$ cat src/rtl/sha2_msg_schedule.sv
`timescale 1ns/1ps
// sha2_msg_schedule: SHA-2 message schedule generator.
// Takes the 16 words of one block serially and streams W[0..ROUNDS-1]
// on a registered valid/ready output, one word per accepted output beat.
// WORDSIZE 32 selects the SHA-224/256 sigmas; 64 selects the SHA-384/512 sigmas.
// Optional build macro SHA2_SCHED_ABORT_EN adds a synchronous 'abort' input.
//
// state  | meaning
// LOAD   | accepting message words 0..15, each echoed out as W[t]
// EXPAND | producing W[16..ROUNDS-1] from the 16-word sliding window
module sha2_msg_schedule #(
  parameter int WORDSIZE = 32,
  parameter int ROUNDS   = 64
) (
  input  logic                clk,
  input  logic                rst,
  input  logic                in_valid,
  output logic                in_ready,
  input  logic [WORDSIZE-1:0] in_word,
  output logic                out_valid,
  input  logic                out_ready,
  output logic [WORDSIZE-1:0] out_w,
  output logic [6:0]          out_idx,
  output logic                out_last,
  output logic                busy
`ifdef SHA2_SCHED_ABORT_EN
  ,
  input  logic                abort
`endif
);

  typedef enum logic {LOAD, EXPAND} state_t;

  localparam logic [6:0] LAST_T = 7'(ROUNDS - 1);

  state_t              state;
  logic [6:0]          t;
  logic [WORDSIZE-1:0] win [16];   // win[0] = W[t-16] (oldest), win[15] = W[t-1]
  logic                slot_free;
  logic                accept;
  logic                step;
  logic                last_hs;
  logic                abort_i;
  logic [WORDSIZE-1:0] s0;
  logic [WORDSIZE-1:0] s1;
  logic [WORDSIZE-1:0] new_w;

`ifdef SHA2_SCHED_ABORT_EN
  assign abort_i = abort;
`else
  assign abort_i = 1'b0;
`endif

  // The output register can take a new word when empty or being drained now.
  assign slot_free = !out_valid || out_ready;
  assign in_ready  = (state == LOAD) && slot_free && !abort_i;
  assign accept    = in_valid && in_ready;
  assign step      = (state == EXPAND) && slot_free && !abort_i;
  assign last_hs   = out_valid && out_ready && out_last;

  generate
    if (WORDSIZE == 64) begin : g_sig64
      assign s0 = {win[1][0], win[1][63:1]} ^ {win[1][7:0], win[1][63:8]} ^ (win[1] >> 7);
      assign s1 = {win[14][18:0], win[14][63:19]} ^ {win[14][60:0], win[14][63:61]} ^ (win[14] >> 6);
    end else begin : g_sig32
      assign s0 = {win[1][6:0], win[1][31:7]} ^ {win[1][17:0], win[1][31:18]} ^ (win[1] >> 3);
      assign s1 = {win[14][16:0], win[14][31:17]} ^ {win[14][18:0], win[14][31:19]} ^ (win[14] >> 10);
    end
  endgenerate

  // Wraps modulo 2^WORDSIZE by construction.
  assign new_w = s1 + win[9] + s0 + win[0];

  // Sequencer, sliding window and registered output stream.
  always_ff @(posedge clk or posedge rst) begin
    if (rst) begin
      state     <= LOAD;
      t         <= '0;
      out_valid <= 1'b0;
      out_w     <= '0;
      out_idx   <= '0;
      out_last  <= 1'b0;
      busy      <= 1'b0;
      for (int i = 0; i < 16; i++) win[i] <= '0;
    end else if (abort_i) begin
      // Window is left as is: the next block refills all 16 slots before use.
      state     <= LOAD;
      t         <= '0;
      out_valid <= 1'b0;
      out_last  <= 1'b0;
      busy      <= 1'b0;
    end else begin
      if (accept || step) begin
        out_w     <= accept ? in_word : new_w;
        out_idx   <= t;
        out_last  <= (t == LAST_T);
        out_valid <= 1'b1;
        for (int i = 0; i < 15; i++) win[i] <= win[i+1];
        win[15] <= accept ? in_word : new_w;
        if (t == LAST_T) begin
          state <= LOAD;
          t     <= '0;
        end else begin
          t <= t + 7'd1;
          if (t == 7'd15) state <= EXPAND;
        end
      end else if (out_ready) begin
        out_valid <= 1'b0;
        out_last  <= 1'b0;
      end
      // A word 0 accepted alongside the last handshake keeps busy asserted.
      if (accept) busy <= 1'b1;
      else if (last_hs) busy <= 1'b0;
    end
  end

endmodule

$ cat config.mk
export PLATFORM = sky130hd
export DESIGN_NAME = sha2_msg_schedule
export DESIGN_NICKNAME = d
export VERILOG_FILES = /design/src/rtl/sha2_msg_schedule.sv
export SDC_FILE = /design/constraint.sdc
export NUM_CORES = 2
export LEC_CHECK = 0
export BUFFER_PORTS_ARGS = -buffer_cell sky130_fd_sc_hd__buf_2
export CORE_MARGIN = 2
export CORE_UTILIZATION = 50
export DETAILED_ROUTE_END_ITERATION = 8
export PLACE_DENSITY = 0.74
export SKIP_LAST_GASP = 1
export SYNTH_ARGS = -nofsm -noshare
export SYNTH_HDL_FRONTEND = slang
export SYNTH_SLANG_ARGS = --single-unit
$ cat constraint.sdc
create_clock -name clk -period 56.9 [get_ports clk]
set_clock_uncertainty 0.1 [all_clocks]
set_input_delay 11.38 -clock clk [delete_from_list [all_inputs] [get_ports clk]]
set_output_delay 11.38 -clock clk [all_outputs]
set_load 0.01 [all_outputs]
==> metrics.txt <==
Detail Route Antenna Nets=0; Slowest-stage cell, CP=nor2b_1; Setup crit end=in_ready; maxcap violations=0; FF+latch count, synth=between 500 and 600; WL per Instance=between 15 and 20 µm; met2 Resource Use GR=33.0%; first-pass GRT wire length=just under 90,000 µm; initial antenna violation count=1; Syn Std Cell Area=about 24,000 µm²; GR Overflow Total=0; Setup crit start=out_ready; worst hold stages=2; Worst setup SP type=input port; CP most frequent cell=buf_2; worst slew pin tran=1.06 ns; Mapped Cells=2,759; CTS resizes=0; die width=roughly 220 µm; vias in the first global route=approximately 16,000; R2R depth=14; Synth cell types=57; clock slew at reported path FFs=roughly 0.06 ns; placed cells=approximately 3,300; layout cells sized above 1=7.11%; clk sink count=between 500 and 600; Final setup viols=0; TNS Setup=0 ns; min Tclk post-route=approximately 24 ns; Hold WC Path Type=flip-flop to flip-flop; DR DRC count=0; Crit Path Class=input port to output pin; CP max stage delay=0.30 ns; R2R Path Start=win[458]; Syn Area/Cell=slightly below 9 µm²; starting density of the core=about half; EDFF count, synth=0; cts hold-fix bufs=0; Initial DRC Count=approximately 1,400; Post-synth ARST share=100%; total die area=50,600 µm²; Post-Route WL=approximately 54,000 µm; gr usage total=~22%; Port Buffers=78; Syn Nets=approximately 2,900; Critical Path Fanout Max=4; worst path cell trace=buf_2 > nor2b_1 > nor2_1 > buf_2; total vias in the final route=approximately 17,000; area occupied by multi-input gates=9810 µm²; post-CTS setup repair buffer count=0; Core Area=~48,000 µm²; root buffer cell=clkbuf_16; max-slew headroom at the worst pin=just under 30%; largest net degree at the start of global routing=about 230; layout filler cell count=just over 4,000; final cell count without fillers=approximately 3,400; met3 global-route usage=under 10%; CTS tree=done; num rows=80; register area share after synthesis=54.3%; first drt pass iteration count=5; most frequent cells in the layout=1,344 x nand2_1, 530 x dfrtp_1, 126 x inv_1; Worst R2R End=win[24]; most common cell after layout, fill and taps aside=nand2_1; Die Y=~220 µm; RSZ-0062 raised after global routing=false; Layout Area Growth over Synthesis=9.53%; gpl congestion=~0.94; Final Hold Viols=0; clk buf depth=3; Top FF cell, synth=dfrtp_1; CP Data Arrival Time=12.07 ns; final worst-path cycle share=about two fifths; # IOs=a little under 80; Max Clk Rate=between 40 and 50 MHz; H-tree level count=2; post-DP HPWL=about 36,000 µm; critical path required time=roughly 45 ns; global route hottest layer=met2; R2R Setup Slk=51.68 ns; crit end category=output pin; register area=roughly 13,000 µm²; Yosys Warn Count=0; Via-to-Cell Ratio=between 5 and 6; final net count=approximately 2,800; TritonCTS Buffers=between 50 and 60; Skew-Pair Late Insertion Delay=between 0.6 and 0.7 ns; M1 GR Usage=between 30% and 40%; status=finished clean; Slew Limit Fails=0
## registers in the layout, indices dropped and copies added, names as in the netlist
| register | cells |
|---|---|
| state | 1 |
| t | 7 |
| out_idx | 7 |
| busy | 1 |
| win | 512 |
| out_valid | 1 |
| out_last | 1 |
## synthesized netlist by cell type, drive strengths merged (2+ instances only)
master  instances  share of area [%]
nor2b           4               0.13
xor2           71                2.5
o221ai          2              0.072
o31a            2              0.072
and3            5               0.13
o21a            6               0.18
xnor2          74                2.7
o22ai           2              0.051
a211oi          7               0.22
nand4           6               0.15
inv           127                2.0
a22oi           9               0.28
clkbuf        163                2.5
a21o            6               0.18
nor2           39               0.60
fa             62                5.1
ha             32                1.6
nor3            5               0.10
o41ai           2               0.10
a21boi          2              0.062
or3             3              0.082
dfrtp         530                 54
or2             3              0.077
nand3          12               0.25
o21bai          4               0.12
nand2b          2              0.051
a21oi          35               0.76
and2            4               0.10
o211ai          3              0.092
buf            36                1.1
nand2        1344                 21
a221oi          2              0.097
a31oi          14               0.36
o31ai           3              0.092
o21ai         126                2.6
## through the flow
step / hold slack, ns / util (%) / area, µm² / worst slack (ns)
after detailed placement: 0.347 / 51.8 / 24800 / 33.37
final: 0.359 / 55.8 / 26700 / 33.35
after CTS: 0.361 / 55.8 / 26700 / 33.36
after global routing: 0.377 / 55.8 / 26700 / 33.30
after global placement: 0.346 / 51.8 / 24800 / 33.36
after floorplan: 0.339 / - / 24400 / 30.61
## per-layer routing
metal	vias up	share of wire, %
met4	0	3.5
met1	8424	46
met2	433	45
li1	8328	-
met3	104	5.6
met5	-	0
## worst min-delay path by stage
stage	from	to	slack [ns]
floorplan	win[68]	win[100]	0.34
global placement	win[122]	win[154]	0.35
detailed placement	win[305]	win[337]	0.35
CTS	win[305]	win[337]	0.36
global route	win[249]	win[281]	0.38
finish	win[309]	win[341]	0.36
## cell families after synthesis
kind of cell	synth area share, %
simple gates	22.5
compound gates	5.73
xor+xnor	5.20
buf+inv	5.51
fa+ha+maj	6.72
flops	54.3
## area by class of cell
class	count	share of cell area (%)
diodes	1	0.00936
clock buffers	71	5.70
clock inverters	23	1.36
inverters	127	1.81
multi-input cells	1903	36.7
flip-flops and latches	530	49.6
well taps	615	2.88
repair buffers	90	1.94
## worst max-delay path: cells and delay by family
| kind | cells | cell delay (ns) |
|---|---|---|
| simple gates | 2 | 0.42 |
| buf+inv | 2 | 0.27 |
Power is left out: the tool's default activity adds up to more than one toggle a clock period on the data nets, which glitch-free logic cannot reach.
